## config.mk

```make
export PLATFORM = sky130hd
export DESIGN_NAME = jtframe_ioctl_demux
export DESIGN_NICKNAME = d
export VERILOG_FILES = /design/src/rtl/jtframe_ioctl_demux.sv
export SDC_FILE = /design/constraint.sdc
export NUM_CORES = 1
export LEC_CHECK = 0
export BUFFER_PORTS_ARGS = -buffer_cell sky130_fd_sc_hd__clkbuf_2
export CORE_AREA = 2 2 115 117
export DETAILED_ROUTE_END_ITERATION = 8
export DIE_AREA = 0 0 117 119
export PLACE_DENSITY_LB_ADDON = 0.1
export SLEW_MARGIN = 20
export SYNTH_ARGS = -nofsm -noshare
export SYNTH_HDL_FRONTEND = slang
export SYNTH_SLANG_ARGS = --single-unit
```

## constraint.sdc

```tcl
create_clock -name clk -period 2.45 [get_ports clk]
set_input_delay 0.49 -clock clk [delete_from_list [all_inputs] [get_ports clk]]
set_output_delay 0.49 -clock clk [all_outputs]
set_load 0.01 [all_outputs]
```

## src/rtl/jtframe_ioctl_demux.sv

```systemverilog
// ioctl download demultiplexer: splits INW-bit ROM words into handshaked byte writes, captures DIP and core_mod bytes.
// Optional JTFRAME_IOCTL_CHKSUM_EN adds a 16-bit running sum of accepted ROM bytes.
module jtframe_ioctl_demux #(
    parameter int unsigned         INW     = 8,
    parameter logic [7:0]          ROM_IDX = 8'd0,
    parameter logic [7:0]          DIP_IDX = 8'd254,
    parameter logic [7:0]          MOD_IDX = 8'd1,
    parameter int unsigned         DIPW    = 4,
    parameter logic [8*DIPW-1:0]   DIP_DEF = '1,
    parameter int unsigned         MODW    = 7,
    parameter logic [MODW-1:0]     MOD_DEF = MODW'(1)
) (
    input  logic                clk,
    input  logic                rst_n,
    input  logic                in_download,
    input  logic [7:0]          in_index,
    input  logic                in_wr,
    input  logic [26:0]         in_addr,
    input  logic [INW-1:0]      in_data,
    output logic                in_busy,
    output logic                downloading,
    output logic [24:0]         rom_addr,
    output logic [7:0]          rom_data,
    output logic                rom_wr,
    input  logic                rom_ok,
    output logic [8*DIPW-1:0]   dipsw,
    output logic [MODW-1:0]     core_mod,
    output logic                overrun,
    output logic [15:0]         chksum
);

    localparam int unsigned NB = INW / 8;
    localparam int unsigned LW = (NB > 1) ? $clog2(NB) : 1;

    typedef enum logic {IDLE, SPLIT} state_t;

    state_t              r_state, w_state_nxt;
    logic                r_active;
    logic [INW-1:0]      r_word;
    logic [LW-1:0]       r_lane;
    logic [24:0]         r_rom_addr;
    logic [7:0]          r_rom_data;
    logic                r_dl;
    logic                r_overrun;
    logic [8*DIPW-1:0]   r_dipsw;
    logic [MODW-1:0]     r_core_mod;

    logic w_rom_sel, w_rom_wr, w_dl_now, w_dl_rise, w_accept, w_last;
    logic w_latch, w_adv, w_done;

    assign w_rom_sel = (in_index == ROM_IDX);
    assign w_rom_wr  = in_wr && w_rom_sel;
    assign w_dl_now  = in_download && w_rom_sel;
    assign w_dl_rise = w_dl_now && !r_dl;
    assign w_accept  = r_active && rom_ok;
    assign w_last    = (r_lane == LW'(NB - 1));

    always_comb begin
        w_state_nxt = r_state;
        w_latch     = 1'b0;
        w_adv       = 1'b0;
        w_done      = 1'b0;
        case (r_state)
            IDLE: begin
                if (w_rom_wr) begin
                    w_latch     = 1'b1;
                    w_state_nxt = SPLIT;
                end
            end
            SPLIT: begin
                if (w_accept) begin
                    if (w_last) begin
                        w_done      = 1'b1;
                        w_state_nxt = IDLE;
                    end else begin
                        w_adv = 1'b1;
                    end
                end
            end
            default: w_state_nxt = IDLE;
        endcase
    end

    always_ff @(posedge clk) begin
        if (!rst_n) r_state <= IDLE;
        else        r_state <= w_state_nxt;
    end

    // r_word holds the not-yet-presented lanes, shifted down one byte per accept
    always_ff @(posedge clk) begin
        if (!rst_n) begin
            r_active   <= 1'b0;
            r_word     <= '0;
            r_lane     <= '0;
            r_rom_addr <= '0;
            r_rom_data <= '0;
        end else if (w_latch) begin
            r_active   <= 1'b1;
            r_word     <= in_data >> 8;
            r_lane     <= '0;
            r_rom_addr <= in_addr[24:0];
            r_rom_data <= in_data[7:0];
        end else if (w_adv) begin
            r_word     <= r_word >> 8;
            r_lane     <= r_lane + LW'(1);
            r_rom_addr <= r_rom_addr + 25'd1;
            r_rom_data <= r_word[7:0];
        end else if (w_done) begin
            r_active   <= 1'b0;
        end
    end

    // Setting wins over the download-start clear so a same-cycle drop is not lost
    always_ff @(posedge clk) begin
        if (!rst_n) begin
            r_dl      <= 1'b0;
            r_overrun <= 1'b0;
        end else begin
            r_dl <= w_dl_now;
            if (w_rom_wr && r_state == SPLIT) r_overrun <= 1'b1;
            else if (w_dl_rise)               r_overrun <= 1'b0;
        end
    end

    always_ff @(posedge clk) begin
        if (!rst_n) begin
            r_dipsw    <= DIP_DEF;
            r_core_mod <= MOD_DEF;
        end else if (in_wr) begin
            if (in_index == DIP_IDX) begin
                for (int unsigned j = 0; j < DIPW; j++) begin
                    for (int unsigned k = 0; k < NB; k++) begin
                        if ({1'b0, in_addr} + 28'(k) == 28'(j))
                            r_dipsw[8*j +: 8] <= in_data[8*k +: 8];
                    end
                end
            end
            if (in_index == MOD_IDX && in_addr == '0)
                r_core_mod <= in_data[MODW-1:0];
        end
    end

`ifdef JTFRAME_IOCTL_CHKSUM_EN
    logic [15:0] r_chksum;

    always_ff @(posedge clk) begin
        if (!rst_n)         r_chksum <= '0;
        else if (w_dl_rise) r_chksum <= '0;
        else if (w_accept)  r_chksum <= r_chksum + {8'd0, r_rom_data};
    end

    assign chksum = r_chksum;
`else
    assign chksum = '0;
`endif

    assign in_busy     = r_active;
    assign rom_wr      = r_active;
    assign rom_addr    = r_rom_addr;
    assign rom_data    = r_rom_data;
    assign downloading = r_dl;
    assign overrun     = r_overrun;
    assign dipsw       = r_dipsw;
    assign core_mod    = r_core_mod;

endmodule

```

# Word-level counts from Yosys, hierarchy flattened

Index checks and enable logic that the tools add are counted.

Output and inout bits: 92
Input bits: 48
Flip-flop bits (word level): 77

Bitwise logic cells: 2
Reductions and logical operators: 20
Add/sub/neg operators: 2
Eq/ne operators: 6
Muxes and demuxes: 19

Operators by type and width:

| cell                    | count |
|---|---|
| $eq A27 B2 Y1 const B   | 2 |
| $mux W25                | 2 |
| $logic_not A28 Y1       | 1 |
| $eq A27 B1 Y1 const B   | 1 |
| $logic_not A27 Y1       | 1 |
| $add A25 B1 Y25 const B | 1 |
| $mux W8                 | 2 |
| $mux W1                 | 14 |
| $reduce_and A3 Y1       | 4 |
| $eq A8 B1 Y1 const B    | 1 |
| $eq A8 B8 Y1 const B    | 1 |
| $logic_not A8 Y1        | 1 |
| $logic_and A1 B1 Y1     | 6 |
| $reduce_bool A2 Y1      | 3 |
| $reduce_and A2 Y1       | 2 |
| $ne A2 B2 Y1 const B    | 1 |
| $not A1 Y1              | 2 |
| $pmux W1 S2             | 1 |
| $reduce_or A2 Y1        | 1 |
| $add A1 B1 Y1 const B   | 1 |
| $logic_not A1 Y1        | 1 |

# Longest topological paths before layout

Gate-level depths: netlist of the first run.

Word-level depth: 6
Depth in mapped cells: 7
Mapped depth without buffers: 6

# Worst setup path after synthesis of the first run

OpenSTA, ideal clock, no wires.

Path type: input to register
From: input in_index[4]
To: register r_rom_addr[16], in the netlist rom_addr[16]
Buffers on the path: 1
Slack: 0.310 ns
Data required time: 2.335 ns
Arrival time: 2.025 ns
Stages: 5
Cells stage by stage: or4_4 > or4_4 > buf_6 > and3_4 > o21a_1

Longest elaborated chain between the ends: 5
Elaborated cells between the ends (all ways): 6

RTL lines:

| what                                           | RTL line | text |
|---|---|---|
| start, declared                                | 16       | `input logic [7:0] in_index,` |
| $logic_not A8 Y1 *                             | 51       | `assign w_rom_sel = (in_index == ROM_IDX);` |
| $logic_and A1 B1 Y1 *                          | 52       | `assign w_rom_wr = in_wr && w_rom_sel;` |
| $mux W1 *                                      | 65       | `if (w_rom_wr) begin` |
| $mux W1 *                                      | 63       | `case (r_state)` |
| $mux W25 or $reduce_bool A2 Y1 (tied branches) | n/a      |  |
| end signal, assigned                           | 101      | `r_rom_addr <= in_addr[24:0];` |
| end signal, assigned                           | 106      | `r_rom_addr <= r_rom_addr + 25'd1;` |
| end, declared                                  | 41       | `logic [24:0] r_rom_addr;` |

Every way passes the cells marked *; elsewhere a longest branch is shown, timed or not.
A chain may end at the register's enable or synchronous reset.

# Worst setup path after layout of the first run

From: register r_rom_addr[4], in the netlist rom_addr[4]
To: register r_rom_addr[23], in the netlist rom_addr[23]

Longest elaborated chain between the ends: 3

RTL lines:

| what            | RTL line | text |
|---|---|---|
| $add A25 B1 Y25 | 106      |  |
| $mux W25        | 103      | `end else if (w_adv) begin` |
| $mux W25        | 97       | `end else if (w_latch) begin` |

Every way passes these cells. The select of a mux whose other input is x is not followed.

==> run metrics, run 1 <==
initial antenna violation count=0; worst setup path endpoint=rom_addr[23]; area grow syn2layout=29.4%; post-placement cell area=4520 um2; Setup-failing EPs final=0; most area-hungry cell type in the Yosys netlist=dfxtp_1; initial drt markers=202; placed cells=708; CP endpoint kind=flop; CTS tree=built; max-cap viol count=0; unrepaired setup endpoints after global routing=false; Leak=1.89 nW; hold path depth=3; Sink Count=77; nets=592; reg2reg path depth=5; post-DR vias/cell=4.82; Final Hold Fails=0; max-slew violations=0; port bufs=123; Unique masters post-synth=49; Syn Inst Count=418; Die ar.=13900 um2; Fin Hold WS=378 ps; H-tree levels=3; largest net degree at the start of global routing=52; EDFF count, synth=0; Final Critical Period=2050 ps; Least-Margin Pin Slew=654 ps; maximum fanout along the worst path=8; total power draw=2.67 mW; CTS Buf Count=9; Yosys reg bits=77; skew final=5.89 ps; CTS Buffer Depth=2; slowest stage delay, CP=490 ps; Clock Latency Late Sink=330 ps; Overflow after GRT=0; Yosys warnings=0; wirelength, routed=11.2 mm; Worst slew margin=56.0%; Worst Hold Class=input port to flop; power share of the combinational group=4.9%; ys flop type=dfxtp_1; pre-CTS setup slack=85.2 ps; DRC=0; Antenna diodes=0; reg2reg setup slack=400 ps; effective utilization at floorplan=28.9%; GRT Total Usage=16.7%; Power Density=556 nW/um2; Netlist Area Pre-Place=3720 um2; FF-to-FF Start=rom_addr[4]; Layout Utilization=37.3%; sequential share of power=46.9%; Finished Layout Cells=724; critical-path cell list=nand4_4 -> nor4_4 -> nand2_1 -> or4_1 -> a31oi_1; Vias=3490; drt wl/cell=15.5 um; Req. time, crit path=2710 ps; WP data arrival=2310 ps; reg2reg end=rom_addr[23]; Die Span X=117 um; Top Ports=140; startpoint types=flop; ANT nets after route=0; Post-CTS Setup Bufs=0; PostCTS Resize Cnt=0; first-pass GRT wire length=17.9 mm; Clk pin slew, worst setup/hold paths=60 ps; Net Sw Power=0.653 mW; DR pass1 iterations=4; root buffer cell=clkbuf_16; Core Region=12900 um2; crit path buf inv count=0; Max Clk Rate=488 MHz; Clk network pwr share=48.2%; Async S/R FF share, synth=0%; kind of critical path=flop to flop; Crit-path slowest cell=nor4_4; status=finished, final reports clean; Finished Cell Area=4810 um2; Core Rows=42; share of layout cells above drive strength 1=31.6%; CP top delay family=simple AND/OR/NAND/NOR gates; Stages on worst setup path=5; vias in the first global route=3362; post-route clock period utilization=83.7%; Syn Area/Cell=8.89 um2; Sw Share=24.4%; P_int=2.02 mW; Worst Setup SP=rom_addr[4]; Yosys top cell area share=41.5%; top cells by area, synth=dfxtp_1 (41%), mux2i_1 (8.9%), nand2_1 (7.6%); Post-CTS Hold Buffers=0; Final GP Congestion=0.789; Peak supply drop=300 uV; DPL Wire Length=8.43 mm; worst setup margin=400 ps; Seq/Total Area, Yosys=41.5%; die height=119 um; Final TNS setup=0 ps
==> Yosys cell counts, drive strengths merged, types with 8 or more instances <==
master,number
a21oi,33
buf,30
clkbuf,10
dfxtp,77
mux2i,33
nand2,75
nand3,34
nand4,10
nor2,18
nor4,12
o21ai,17
or4,8
==> flip-flops by register name, summed over array words and instances (netlist names) <==
name         flops
overrun          1
r_state          1
core_mod         7
r_lane           1
in_busy          1
dipsw           32
downloading      1
rom_addr        25
rom_data         8
==> power by group through the flow <==
stage	clock [mW]	sequential [mW]	combinational (mW)
after global routing	1.38	1.25	0.146
final	1.29	1.25	0.132
after CTS	1.32	1.25	0.133
after floorplan	0	1.28	0.0681
after global placement	0	1.28	0.133
after detailed placement	0	1.28	0.133
==> placed cells by master (no fill, tap or decap), types with 3 or more instances in the layout <==
cell	synthesis	layout
mux2i_1	33	33
clkbuf_2	0	123
dfxtp_1	77	77
o211ai_1	6	6
a31oi_1	7	7
buf_4	17	13
nor2_1	18	18
nor4_4	8	8
a2bb2oi_1	4	4
and3_1	4	4
conb_1	1	16
o21ai_0	17	17
nor4_1	4	4
nand2b_1	3	3
or3_1	5	5
nand2_1	75	75
buf_12	0	3
a21oi_1	33	33
clkbuf_16	0	9
nand3_1	33	33
nand4_1	7	7
o21a_1	3	3
nor3_1	4	4
or4_1	6	6
==> cell families after synthesis <==
family	after synthesis	synth area share, %
fa+ha+maj	1	0.337
buf+inv	43	7.03
compound gates	79	13.0
simple gates	184	29.2
other cells	1	0.101
flops	77	41.5
mux	33	8.89
==> cell type report <==
type,instances,area (um2)
fillers,1346,8070
multi-input cells,313,1980
flip-flops and latches,77,1540
repair buffers,139,773
clock buffers,11,243
well taps,176,220
clock inverters,5,42.5
inverters,3,11.3
==> metal layers <==
metal | vias up | GRT usage [%] | wire [um]
li1 | 1724 | - | -
met1 | 1643 | 21.3 | 4940
met2 | 115 | 27.9 | 5470
met3 | 8 | 4.99 | 742
met4 | 0 | 3.53 | 74
met5 | - | 0 | 0
==> tightest hold or removal path: cells and delay by family <==
family	cells	cell delay (ps)
buf+inv	1	80
simple gates	2	100
==> how the worst min path moves through the flow <==
stage           startpoint          end  slack [ps]
2_1_floorplan  core_mod[1]  core_mod[1]         480
3_5_place_dp   core_mod[6]  core_mod[6]         460
5_1_grt        in_download  downloading         370
6_report       in_download  downloading         380
3_3_place_gp   core_mod[4]  core_mod[4]         450
4_1_cts        in_download  downloading         370
Note: power is estimated with default switching activity, not from simulation.
==> run 2, diff against run 1 <==
--- a/config.mk
+++ b/config.mk
@@ -5,10 +5,11 @@
 export SDC_FILE = /design/constraint.sdc
 export NUM_CORES = 1
 export LEC_CHECK = 0
+export ABC_AREA = 1
 export BUFFER_PORTS_ARGS = -buffer_cell sky130_fd_sc_hd__clkbuf_2
-export CORE_AREA = 2 2 115 117
+export CORE_AREA = 2 2 122 124
 export DETAILED_ROUTE_END_ITERATION = 8
-export DIE_AREA = 0 0 117 119
+export DIE_AREA = 0 0 124 126
 export PLACE_DENSITY_LB_ADDON = 0.1
 export SLEW_MARGIN = 20
 export SYNTH_ARGS = -nofsm -noshare
==> constraint.sdc (replaced) <==
create_clock -name clk -period 2.1 [get_ports clk]
set_input_delay 0.42 -clock clk [delete_from_list [all_inputs] [get_ports clk]]
set_output_delay 0.42 -clock clk [all_outputs]
set_load 0.01 [all_outputs]
==> run metrics, run 2 <==
port bufs=123 (unchanged); effective utilization at floorplan=29.3% (+0.45 points); kind of critical path=flop to flop; DR pass1 iterations=5 (+1); Layout Utilization=36.7% (-0.66 points); unrepaired setup endpoints after global routing=false; top-count cell post-synth=nand2_1; Final GP Congestion=0.814 (+3.3%); Vias=4490 (+29%); maximum fanout along the worst path=6 (-2); Sw Share=25.5% (+1.1 points); Core Region=14300 um2 (+11%); Clk pin slew, worst setup/hold paths=70 ps (about the same); Final Critical Period=1780 ps (-270 ps); sequential share of power=46.8% (about the same); DPL Wire Length=10.2 mm (+21%); Core Rows=44 (+4.8%); Clock Latency Late Sink=340 ps (about the same); max-slew violations=0 (unchanged); Yosys warnings=0 (unchanged); ANT nets after route=0 (unchanged); Req. time, crit path=2390 ps (-320 ps); commonest cells in the netlist=nand2_1 (181), nand3_1 (116), dfxtp_1 (77), nor2_1 (69), inv_1 (57); Sink Count=77 (unchanged); reg2reg end=rom_addr[12]; vias in the first global route=4355 (+30%); FF-to-FF Start=rom_addr[1]; Seq/Total Area, Yosys=36.7% (-4.7 points); nets=814 (+38%); most frequent cells in the layout=nand2_1 (181), clkbuf_2 (123), nand3_1 (116), dfxtp_1 (77), nor2_1 (69); post-DR vias/cell=4.71 (-2.4%); Leak=2.40 nW (+26%); Net Sw Power=0.798 mW (+22%); first-pass GRT wire length=21.6 mm (+20%); CTS Buf Count=9 (unchanged); Final TNS setup=0 ps (unchanged); Peak supply drop=434 uV (+45%); largest net degree at the start of global routing=38 (-27%); initial drt markers=194 (-4.0%); startpoint types=flop; CTS tree=built; area grow syn2layout=25.1%; Syn Area/Cell=6.56 um2 (-26%); Yosys top cell area share=36.7% (-4.7 points); HP Start=in_download; most area-hungry cell type in the Yosys netlist=dfxtp_1; top cells by area, synth=dfxtp_1 (37%), nand2_1 (16%), nand3_1 (14%); skew final=6.84 ps (+0.950 ps); Antenna diodes=0 (unchanged); Power Density=595 nW/um2 (+7.0%); Yosys reg bits=77 (unchanged); Clk network pwr share=48.2% (about the same); power share of the combinational group=5.1% (+0.2 points); EDFF count, synth=0 (unchanged); Post-CTS Hold Buffers=0 (unchanged); Overflow after GRT=0 (unchanged); Top Ports=140 (unchanged); worst setup path endpoint=rom_addr[12]; drt wl/cell=14.2 um (-8.2%); Final Hold Fails=0 (unchanged); Syn Inst Count=640 (+53%); reg2reg setup slack=320 ps (-80 ps); DR WL met2=6.31 mm (+15%); GRT Total Usage=17.8% (+1.0 points); WP data arrival=2070 ps (-240 ps); CP endpoint kind=flop; Top Layer Used=met4; commonest non-fill, non-tap cell in the layout=nand2_1; Die Span X=124 um (+6.0%); Unique masters post-synth=37 (-24%); max-cap viol count=0 (unchanged); wirelength, routed=13.6 mm (+21%); met3 routed WL=732 um (-1.3%); PostCTS Resize Cnt=0 (unchanged); met1 WL=6.29 mm (+27%); Largest register FFs=32 (unchanged); P_int=2.33 mW (+15%); reg2reg path depth=9 (+4); ys flop type=dfxtp_1; DRC=0 (unchanged); Async S/R FF share, synth=0% (unchanged); Netlist Area Pre-Place=4200 um2 (+13%); Max Clk Rate=562 MHz (+15%); status=finished, final reports clean; Setup-failing EPs final=0 (unchanged); initial antenna violation count=0 (unchanged); Post-CTS Setup Bufs=0 (unchanged); post-route clock period utilization=84.7% (+1.1 points); Die ar.=15600 um2 (+12%); fillers=1573 (+17%); CTS Buffer Depth=2 (unchanged); die height=126 um (+5.9%); Worst Hold Class=input port to flop; share of layout cells above drive strength 1=24.9% (-6.6 points); H-tree levels=3 (unchanged); root buffer cell=clkbuf_16; Worst Setup SP=rom_addr[1]
## run 2: cell count changes after synthesis, moves of 6 or more
cell     before  now
nand2_1      75  181
nand3_1      33  116
inv_1         2   57
nor2_1       18   69
mux2i_1      33    0
o21ai_0      17    7
a21oi_2       0    8
nor2_2        0    8
nor4_4        8    0
a31oi_1       7    0
nand2_2       0    7
a21oi_1      33   27
or4_1         6    0
## run 2: cell families (layout without fill, tap and decap cells)
family,after synthesis,count (layout),share of synthesized area [%]
AOI/OAI and AO/OA,55,55,7.81
xor gates and xnor gates,1,1,0.209
adders and majority gates,1,1,0.298
buffers and inverters,101,216,11.7
DFF,77,77,36.7
other,1,16,0.0894
and+or+nand+nor,404,404,43.1
## run 2: metal layers
layer / up-vias / track usage (%)
met2: 124 / 28.9
met1: 2068 / 23.4
met4: 0 / 5.55
li1: 2279 / -
met3: 19 / 3.89
met5: - / 0
## run 2: power groups by stage
stage | combinational (mW) | sequential, mW | clock [mW]
floorplan | 0.0890 | 1.50 | 0
global route | 0.175 | 1.46 | 1.61
CTS | 0.159 | 1.46 | 1.55
finish | 0.158 | 1.46 | 1.50
detailed placement | 0.159 | 1.49 | 0
global placement | 0.157 | 1.49 | 0
## run 2: critical path, cell delays in order (launching register included)
cell	delay, ps
dfxtp_1	430
ha_1	220
nand2_1	80
nor2_1	220
nand2_2	170
nor2_1	240
nand2_1	80
a21oi_1	150
o21ai_1	80
inv_1	60
## run 2: final cells by class
type	count	area (um2)	share of cell area, %
multi-input cells	477	2220	42.3
flip-flops and latches	77	1540	29.4
repair buffers	139	748	14.2
well taps	184	230	4.38
inverters	61	229	4.36
clock buffers	9	225	4.29
clock inverters	7	57.6	1.10
## run 2: worst min path at each step
stage | end | slack [ps] | cells past startpoint
2_1_floorplan | r_lane | 460 | 2
3_3_place_gp | dipsw[8] | 450 | 2
3_5_place_dp | dipsw[5] | 450 | 2
4_1_cts | downloading | 320 | 3
5_1_grt | downloading | 350 | 3
6_report | downloading | 330 | 3
## run 2: per-stage QoR
stage               instance area [um2]  setup slack (ps)  instances  hold WS, ps  total power [mW]
floorplan                          4250               552        655          457              1.58
global placement                   4970               185        938          445              1.65
detailed placement                 4970               177        938          447              1.65
CTS                                5250               329        954          317              3.17
global route                       5250               175        954          347              3.25
finish                             5250               320        954          325              3.12
